===== src/rtl/ventilation_driver.sv =====
// Ventilation fan PWM driver: soft-start/soft-stop duty ramps with minimum on/off dwell
// so the fan power stage is never short-cycled.
module ventilation_driver #(
  parameter int unsigned PWM_PERIOD = 16,
  parameter int unsigned MIN_ON     = 30,
  parameter int unsigned MIN_OFF    = 30
) (
  input  logic       i_clk,
  input  logic       i_rst,
  input  logic       i_fan_request,
  input  logic [1:0] i_speed_level,
  output logic       o_fan_pwm,
  output logic       o_fan_on,
  output logic       o_at_speed,
  output logic [2:0] o_fan_state
);

  localparam int unsigned DW        = $clog2(PWM_PERIOD + 1);
  localparam int unsigned CW        = (PWM_PERIOD > 1) ? $clog2(PWM_PERIOD) : 1;
  localparam int unsigned DWELL_MAX = (MIN_ON > MIN_OFF) ? MIN_ON : MIN_OFF;
  localparam int unsigned TW        = $clog2(DWELL_MAX + 1);

  typedef enum logic [2:0] {
    StOff      = 3'd0,
    StRampUp   = 3'd1,
    StRun      = 3'd2,
    StRampDown = 3'd3,
    StHoldOff  = 3'd4
  } state_e;

  state_e          r_state;
  logic [DW-1:0]   r_duty;
  logic [CW-1:0]   r_pwm_cnt;
  logic [TW-1:0]   r_dwell;
  logic            r_pwm;
  logic            r_fan_on;
  logic            r_at_speed;

  state_e          w_state_d;
  logic [DW-1:0]   w_duty_d;
  logic [TW-1:0]   w_dwell_d;
  logic [DW-1:0]   w_target;
  logic            w_boundary;
  logic            w_dwell_clr;
  logic            w_min_on_met;

  assign w_target     = DW'((32'(i_speed_level) + 32'd1) * PWM_PERIOD / 32'd4);
  assign w_boundary   = (r_pwm_cnt == CW'(PWM_PERIOD - 1));
  assign w_min_on_met = (32'(r_dwell) >= MIN_ON);

  always_comb begin
    w_state_d   = r_state;
    w_dwell_clr = 1'b0;
    unique case (r_state)
      StOff: begin
        if (i_fan_request) begin
          w_state_d   = StRampUp;
          w_dwell_clr = 1'b1;
        end
      end
      StRampUp: begin
        // Stop beats target-reached, but only once the minimum on-time has elapsed.
        if (!i_fan_request && w_min_on_met) begin
          w_state_d = StRampDown;
        end else if (r_duty == w_target) begin
          w_state_d = StRun;
        end
      end
      StRun: begin
        if (!i_fan_request && w_min_on_met) begin
          w_state_d = StRampDown;
        end
      end
      StRampDown: begin
        if (i_fan_request) begin
          w_state_d = StRampUp;
        end else if (r_duty == '0) begin
          w_state_d   = StHoldOff;
          w_dwell_clr = 1'b1;
        end
      end
      StHoldOff: begin
        if (32'(r_dwell) == MIN_OFF - 1) begin
          w_state_d = StOff;
        end
      end
      default: w_state_d = StOff;
    endcase
  end

  // Duty steps follow the state being left, so a boundary coinciding with a
  // transition still uses the old direction and target.
  always_comb begin
    w_duty_d = r_duty;
    if (w_boundary) begin
      unique case (r_state)
        StRampUp, StRun: begin
          if (r_duty < w_target) begin
            w_duty_d = r_duty + DW'(1);
          end else if (r_duty > w_target) begin
            w_duty_d = r_duty - DW'(1);
          end
        end
        StRampDown: begin
          if (r_duty != '0) begin
            w_duty_d = r_duty - DW'(1);
          end
        end
        default: w_duty_d = '0;
      endcase
    end
  end

  always_comb begin
    if (w_dwell_clr) begin
      w_dwell_d = '0;
    end else if (r_dwell == TW'(DWELL_MAX)) begin
      w_dwell_d = r_dwell;
    end else begin
      w_dwell_d = r_dwell + TW'(1);
    end
  end

  always_ff @(posedge i_clk) begin
    if (!i_rst) begin
      r_state    <= StOff;
      r_duty     <= '0;
      r_pwm_cnt  <= '0;
      r_dwell    <= '0;
      r_pwm      <= 1'b0;
      r_fan_on   <= 1'b0;
      r_at_speed <= 1'b0;
    end else begin
      r_state    <= w_state_d;
      r_duty     <= w_duty_d;
      r_pwm_cnt  <= w_boundary ? '0 : r_pwm_cnt + CW'(1);
      r_dwell    <= w_dwell_d;
      r_pwm      <= (DW'(r_pwm_cnt) < r_duty);
      r_fan_on   <= (w_state_d == StRampUp) || (w_state_d == StRun) ||
                    (w_state_d == StRampDown);
      r_at_speed <= (w_state_d == StRun) && (w_duty_d == w_target);
    end
  end

  assign o_fan_pwm   = r_pwm;
  assign o_fan_on    = r_fan_on;
  assign o_at_speed  = r_at_speed;
  assign o_fan_state = r_state;

endmodule

===== config.mk =====
export PLATFORM = sky130hd
export DESIGN_NAME = ventilation_driver
export DESIGN_NICKNAME = d
export VERILOG_FILES = /design/src/rtl/ventilation_driver.sv
export SDC_FILE = /design/constraint.sdc
export NUM_CORES = 1
export LEC_CHECK = 0
export BUFFER_PORTS_ARGS = -buffer_cell sky130_fd_sc_hd__buf_2
export CAP_MARGIN = 20
export CELL_PAD_IN_SITES_DETAIL_PLACEMENT = 1
export CELL_PAD_IN_SITES_GLOBAL_PLACEMENT = 2
export CORE_UTILIZATION = 26
export CTS_CLUSTER_SIZE = 20
export DETAILED_ROUTE_END_ITERATION = 8
export GPL_TIMING_DRIVEN = 0
export PLACE_DENSITY_LB_ADDON = 0.05
export SLEW_MARGIN = 15
export SYNTH_ARGS = -nofsm -noshare
export SYNTH_HDL_FRONTEND = slang
export SYNTH_SLANG_ARGS = --single-unit

===== constraint.sdc =====
create_clock -name i_clk -period 2.4 [get_ports i_clk]
set_input_delay 0.12 -clock i_clk [delete_from_list [all_inputs] [get_ports i_clk]]
set_output_delay 0.12 -clock i_clk [all_outputs]
set_load 0.01 [all_outputs]

## After elaboration in Yosys (flattened, before gate mapping)

Cells that the tools add are included.

- Order comparisons: 4
- Eq/ne operators: 12
- Reduce and logical (&&, ||, !) cells: 11
- Bitwise logic cells: 1
- Add/sub/neg operators: 5
- Mux-type cells: 17

Operators with widths:

| operator | number |
|---|---|
| $mux W3 | 7 |
| $mux W5 | 4 |
| $pmux W3 S5 | 1 |
| $eq A3 B2 Y1 const B | 4 |
| $add A5 B1 Y5 const B | 2 |
| $eq A5 B5 Y1 | 2 |
| $eq A5 B5 Y1 const B | 2 |
| $pmux W5 S2 | 1 |
| $eq A3 B1 Y1 const B | 2 |
| $reduce_or A2 Y1 | 3 |
| $ge A5 B5 Y1 const B | 1 |
| $gt A5 B5 Y1 | 1 |
| $logic_not A5 Y1 | 1 |
| $lt A4 B5 Y1 | 1 |
| $lt A5 B5 Y1 | 1 |
| $reduce_bool A5 Y1 | 1 |
| $sub A5 B1 Y5 const B | 1 |
| $add A4 B1 Y4 const B | 1 |
| $eq A4 B4 Y1 const B | 1 |
| $add A2 B1 Y3 const B | 1 |
| $eq A3 B3 Y1 const B | 1 |
| $logic_not A3 Y1 | 1 |
| $mux W1 | 3 |
| $logic_and A1 B1 Y1 | 2 |
| 4 further kinds | 5 |

- Input port bits: 5
- Word-level logic and storage cells: 57
- Output and inout bits: 6
- Bits in registers: 20

## Longest topological paths before layout

Gate-level depths: netlist of run 1.

- Word-level depth: 8
- Depth in mapped cells: 11
- Mapped depth without buffers: 10

## Worst setup path before layout of run 1

No wires, ideal clock.

- Kind: input -> register
- Start: input i_speed_level[0]
- End: register r_at_speed, in the netlist o_at_speed
- Path buffers: 1
- Data arrival time: 2.351 ns
- Library setup time: 0.088 ns
- Cell stages on the path: 11
- Setup slack: -0.039 ns
- Required time: 2.312 ns
- Cells stage by stage: ha_1 -> inv_1 -> ha_1 -> and4_1 -> clkbuf_1 -> a21boi_0 -> o21ai_1 -> a21oi_1 -> a21oi_1 -> or4_1 -> nor4_2

- Cells in the longest elaborated chain, start to end: 8
- Elaborated cells on any way between the ends: 14
- Those cells by class: 1 x add/sub; 2 x order compare; 3 x eq/ne; 7 x mux; 1 x reduce/logical

Ends and longest elaborated chain:

| item | RTL line | RTL |
|---|---|---|
| start, declared | 11 | `input logic [1:0] i_speed_level,` |
| $add A2 B1 Y3 (*) | 47 | `assign w_target = DW'((32'(i_speed_level) + 32'd1) * PWM_PERIOD / 32'd4);` |
| $gt A5 B5 Y1 | 100 | `end else if (r_duty > w_target) begin` |
| $mux W5 | 100 |  |
| $mux W5 | 98 | `if (r_duty < w_target) begin` |
| $pmux W5 S2 | 96 | `unique case (r_state)` |
| $mux W5 | 95 | `if (w_boundary) begin` |
| $eq A5 B5 Y1 | 141 | `r_at_speed <= (w_state_d == StRun) && (w_duty_d == w_target);` |
| $logic_and A1 B1 Y1 (*) | 141 |  |
| end signal, assigned | 141 |  |
| end, declared | 37 | `logic r_at_speed;` |

Every way passes the cells marked *; elsewhere a longest branch is shown, timed or not.
A chain may end at the register's enable or synchronous reset.

## Worst setup path after layout of run 1

- Start: register r_duty[3]
- End: register r_duty[1]

- Cells in the longest elaborated chain, start to end: 5
- Elaborated cells on any way between the ends: 8
- Those cells by class: 2 x order compare; 5 x mux; 1 x reduce/logical

Ends and longest elaborated chain:

| item | RTL line | RTL |
|---|---|---|
| start, declared | 32 | `logic [DW-1:0] r_duty;` |
| start signal, assigned | 135 | `r_duty <= w_duty_d;` |
| $gt A5 B5 Y1 | 100 |  |
| $mux W5 | 100 |  |
| $mux W5 | 98 |  |
| $pmux W5 S2 (*) | 96 |  |
| $mux W5 (*) | 95 |  |

Marked as above.

==> flow_summary_export.csv, run 1 <==
group,metric,value,unit
timing,final.setup_skew,3.39,ps
global_routing,antenna_found_initial,0,
timing,timing.slew.headroom,56.3,%
logic_synthesis,ys.warnings.count,0,
logic_synthesis,ys.flop_type,"dfxtp_1",
final_layout,area_delta_synth_final,29.0,%
clock_network,clk_pin_slew,90,ps
setup_path,reg2reg_to,"r_duty[1]",
clock_network,cts_made_buffers,3,
power,power_density,453,nW/um2
timing,hold_slack,169,ps
logic_synthesis,synth.distinct_cells,52,
setup_path,regToRegStartpoint,"r_duty[3]",
logic_synthesis,syn_nets,204,
die,num_rows,27,
place,dpl_worst_slack,-575,ps
timing,tightest_slew,648,ps
power,power,876,uW
setup_path,path_cells,"ha_1 -> and4_4 -> a211oi_4 -> buf_4 -> nand2_1 -> o21ai_0 -> a31oi_1 -> o31ai_1 -> and2_1",
clock_network,cts_tree,"done",
global_routing,grt_pass1_vias,1388,
timing,setup_tns,0,ps
global_routing,grt_pass1_wl,6940,um
die,die_w,77.9,um
timing,finalSetupViolCount,0,
final_layout,final_nets,224,
place,post_dp_cell_area,1640,um2
die,die_y,77.9,um
logic_synthesis,avgSynthCellArea,8.10,um2
setup_path,crit_slowest_cell,"o31ai_1",
setup_path,cp.arrival,2570,ps
logic_synthesis,synth_area,1500,um2
logic_synthesis,yosysSeqAreaShare,26.7,%
die,io_pins,11,
place,gp_congestion,0.769,
setup_path,crit_type,"flop to flop",
drt,drt_iter0_drc,87,
setup_path,start_kind,"flop",
power,p_leak,0.763,nW
clock_network,htreeDepth,1,
run_status,outcome,"finished, final reports clean",
global_routing,grt_max_degree,13,
setup_path,slowest_delay,520,ps
clock_network,clkSinkCount,20,
worst_hold_path,hold_path.startpoint,"i_rst",
timing,fin_crit,2360,ps
run,maxCapViolations,0,
worst_hold_path,min_path_cells,2,
timing,drv_slew,0,
final_layout,drive_gt1_share,30.9,%
timing,fin_crit_sh,98.5,%
place,dp_hpwl,3310,um
setup_path,critPathMaxFanout,8,
drt,ant_nets,0,
drt,drc_errors,0,
final_layout,seqCellArea,410,um2
logic_synthesis,async_flop_share,0,%
timing,hold_viol,0,
die,core_area,5540,um2
drt,wl_per_cell,16.0,um
worst_hold_path,hold_class,"input port to flop",
timing,max_freq,423,MHz
logic_synthesis,syn-instance-count,185,
drt,num_vias,1441,
global_routing,gr-total-overflow,0,
final_layout,multi_input_area,1160,um2
worst_hold_path,hold_end,"o_fan_state[0]",
place,io_buffers,10,
logic_synthesis,synth_edf_count,0,
setup_path,r2r_cells,9,
power,ir_drop,0.000146,V
final_layout,diodes,0,
global_routing,grt_usage,14.8,%
die,start_util,27.1,%
die,die_area,6070,um2
final_layout,design_area,1930,um2
setup_path,r2r_setup_slack,40,ps
drt,vias_per_cell,5.22,
setup_path,cp-end-kind,"flop",
timing,worst_slack,36.8,ps
clock_network,clock_path_buffers,2,
logic_synthesis,ys_ff_latch,20,
drt,drt_pass1_iterations,4,
setup_path,required,2610,ps
clock_network,clockRootBuffer,"clkbuf_8",
final_layout,fillers,674,
drt,wl,4410,um
clock_network,clock_latency,260,ps
## worst max-delay path by stage
stage,startpoint,to,slack [ps]
6_report,r_duty[3],r_duty[1],40
5_1_grt,r_duty[3],o_at_speed,-30
4_1_cts,i_speed_level[0],o_at_speed,10
3_5_place_dp,i_speed_level[0],o_at_speed,-580
3_3_place_gp,i_speed_level[0],o_at_speed,-570
2_1_floorplan,i_speed_level[0],o_at_speed,0.7
## power breakdown
part | internal, mW | switching [mW] | leakage, nW
logic | 0.0760 | 0.0936 | 0.562
registers | 0.343 | 0.0133 | 0.166
clock network | 0.223 | 0.127 | 0.0357
total | 0.642 | 0.234 | 0.763
## area by class of cell
class                           count  area share [%]
Sequential cell                    20            21.2
Clock inverter                      1            1.55
Inverter                           12            2.46
Timing Repair Buffer               17            5.31
Clock buffer                        3            2.14
Multi-Input combinational cell    144            60.0
Buffer                              7            2.65
Tap cell                           72            4.66
## registers in the layout, summed over array words and instances, names as in the netlist
name / flops
o_fan_on: 1
o_fan_state: 3
r_duty: 5
o_at_speed: 1
o_fan_pwm: 1
r_dwell: 5
r_pwm_cnt: 4
## critical path: cells and delay by family, from the launching register on
family,cells,cell delay [ps]
AND/OR/NAND/NOR,3,460
AO/OA/AOI/OAI,4,920
adder cells (fa/ha/maj),1,360
buffers and inverters,1,160
flip-flops,1,390
## stage by stage
| step | util, % | std cells |
|---|---|---|
| CTS | 32.0 | 272 |
| floorplan | - | 185 |
| global route | 34.9 | 276 |
| global placement | 29.6 | 267 |
| detailed placement | 29.6 | 267 |
| finish | 34.9 | 276 |
## metal layers
layer | GRT usage (%) | vias up | share of wire, %
met2 | 25.0 | 28 | 49
met3 | 1.88 | 2 | 2.5
met5 | 0 | - | 0
li1 | - | 711 | -
met1 | 19.5 | 700 | 48
met4 | 4.26 | 0 | 0.43
## cells by family (layout without fill, tap and decap cells)
logic type / count (synthesis) / count (layout) / synth area share (%)
flops: 20 / 20 / 26.7
buf+inv: 21 / 40 / 6.93
compound gates: 46 / 46 / 20.7
mux: 3 / 3 / 2.00
fa+ha+maj: 14 / 14 / 11.7
xor+xnor: 9 / 9 / 5.26
simple gates: 72 / 72 / 26.7
## cells in the mapped netlist, types with 3 or more instances
cell type,number,area [um2]
nand3_1,7,35.0
ha_1,14,175
nand2_1,10,37.5
a31oi_1,5,31.3
inv_1,12,45.0
and3_1,3,18.8
nor2_1,17,63.8
mux2i_1,3,30.0
buf_6,3,33.8
nand2b_1,4,25.0
o21ai_0,8,40.0
clkbuf_1,4,15.0
dfxtp_1,20,400
xor2_1,3,26.3
a21oi_1,11,55.1
and2_1,5,31.3
nor4_1,3,18.8
nor3_1,7,35.0
xnor2_1,6,52.6
## cells in the final DEF, fill, tap and decap left out, types with 7 or more instances in the layout
cell	count
nand3_1	7
dfxtp_1	16
inv_1	9
ha_1	12
o21ai_0	8
nand2_1	10
buf_4	7
a21oi_1	8
nor2_1	15
buf_2	11
## timing repair
| action | CTS | global route |
|---|---|---|
| pin swaps | 1 | 9 |
| buffers inserted | 3 | 4 |
| hold buffers | 0 | 0 |
| resized for setup | 16 | 26 |
| cloned | 0 | 0 |
| setup endpoints to repair | 4 | 1 |
No activity file was read; power rests on OpenSTA's default activity.
==> run 2, diff against run 1 <==
- RECOVER_POWER: default -> 25
==> flow_summary_export.csv, run 2 (same netlist as run 1, synthesis figures left out) <==
group,metric,value,unit
timing,max_freq,423,MHz
global_routing,grt_max_degree,13,
place,gp_congestion,0.769,
setup_path,crit_type,"flop to flop",
setup_path,required,2610,ps
global_routing,antenna_found_initial,0,
die,die_area,6070,um2
clock_network,clockRootBuffer,"clkbuf_8",
clock_network,cts_tree,"done",
setup_path,cp-end-kind,"flop",
global_routing,use_met3,1.88,%
place,dp.cells,267,
worst_hold_path,hold_path.startpoint,"i_rst",
setup_path,critPathMaxFanout,8,
die,die_y,77.9,um
final_layout,area_delta_synth_final,28.5,%
clock_network,clock_path_buffers,2,
timing,drv_slew,0,
setup_path,slowest_delay,520,ps
drt,drt_pass1_iterations,4,
timing,hold_viol,0,
drt,ant_nets,0,
run_status,outcome,"finished, final reports clean",
global_routing,grt_pass1_wl,6940,um
die,die_w,77.9,um
timing,hold_slack,169,ps
setup_path,crit_buf_inv,1,
worst_hold_path,hold_class,"input port to flop",
clock_network,clk_pin_slew,90,ps
clock_network,clock_latency,260,ps
setup_path,crit_slowest_cell,"o31ai_1",
final_layout,final_nets,224,
final_layout,reg.largest.list,"r_duty x5, r_dwell x5, r_pwm_cnt x4",
final_layout,final_cells,276,
global_routing,gr-total-overflow,0,
timing,timing.slew.headroom,56.3,%
die,io_pins,11,
clock_network,htreeDepth,1,
drt,wl,4410,um
timing,fin_crit,2360,ps
timing,setup_tns,0,ps
timing,finalSetupViolCount,0,
worst_hold_path,min_path_cells,2,
place,dp_hpwl,3310,um
power,power_density,454,nW/um2
global_routing,grtUsageMet1,19.5,%
drt,drc_errors,0,
final_layout,diodes,0,
global_routing,grt.met2_usage,25.0,%
drt,vias_per_cell,5.22,
global_routing,busiest_layer,"met2",
die,num_rows,27,
final_layout,drive_gt1_share,28.4,%
setup_path,cpLargestDelayFamily,"compound AO/OA/AOI/OAI gates",
timing,worst_slack,36.9,ps
setup_path,r2r_cells,9,
global_routing,grt_pass1_vias,1388,
clock_network,hold_buffers,0,
setup_path,path_cells,"ha_1 -> and4_4 -> a211oi_4 -> buf_4 -> nand2_1 -> o21ai_0 -> a31oi_1 -> o31ai_1 -> and2_1",
setup_path,start_kind,"flop",
die,start_util,27.1,%
power,p_leak,0.743,nW
place,post_dp_cell_area,1640,um2
timing,tightest_slew,648,ps
global_routing,grt_usage,14.8,%
place,io_buffers,10,
power,ir_drop,0.000146,V
final_layout,mostFrequentLayoutCells,"16 x dfxtp_1, 15 x nor2_1, 12 x ha_1",
setup_path,cp.arrival,2570,ps
place,dpl_worst_slack,-575,ps
setup_path,regToRegStartpoint,"r_duty[3]",
setup_path,crit_start,"r_duty[3]",
final_layout,design_area,1930,um2
drt,wl_per_cell,16.0,um
clock_network,clkSinkCount,20,
setup_path,crit_cells,9,
die,core_area,5540,um2
timing,fin_crit_sh,98.5,%
drt,drt_iter0_drc,93,
run,maxCapViolations,0,
final_layout,final_common_cell,"dfxtp_1",
timing,final.setup_skew,3.32,ps
clock_network,cts_made_buffers,3,
drt,num_vias,1441,
[run 2: layer usage]
| metal | part of all wire (%) | routed length [um] |
|---|---|---|
| met1 | 48 | 2130 |
| met2 | 49 | 2140 |
| met3 | 2.6 | 116 |
| met4 | 0.43 | 19 |
| met5 | 0 | 0 |
[run 2: metrics by stage]
step           util (%)  total power, mW
6_report           34.8            0.875
5_1_grt            34.8            0.923
4_1_cts            32.0            0.863
3_5_place_dp       29.6            0.504
3_3_place_gp       29.6            0.500
2_1_floorplan         -            0.463
[run 2: cell type report]
class / instances / area (um2)
timing repair buffer: 17 / 96.3
inverter: 12 / 47.5
multi-input combinational: 144 / 1160
clock buffer: 3 / 41.3
buffer: 7 / 51.3
fill: 675 / 3610
clock inverter: 1 / 30.0
sequential: 20 / 410
tap: 72 / 90.1
[run 2: final timing paths]
check / end / slack [ps]
worst max register to register: r_duty[1] / 40
worst min register to register: r_pwm_cnt[0] / 490
worst max-delay path: r_duty[1] / 40
worst min-delay path: o_fan_state[0] / 170
[run 2: repair_timing]
item,CTS,global route
setup buffers,3,4
endpoints found under the setup margin,4,1
cloned,0,0
endpoints found under the hold margin,0,0
resized for setup,16,26
pin swaps,1,9
[run 2: power breakdown]
part	switching, mW	total [mW]	leakage [nW]	internal [mW]
clock	0.127	0.350	0.0357	0.223
sequential	0.0134	0.356	0.166	0.343
combinational	0.0939	0.168	0.541	0.0744
total	0.235	0.875	0.743	0.640
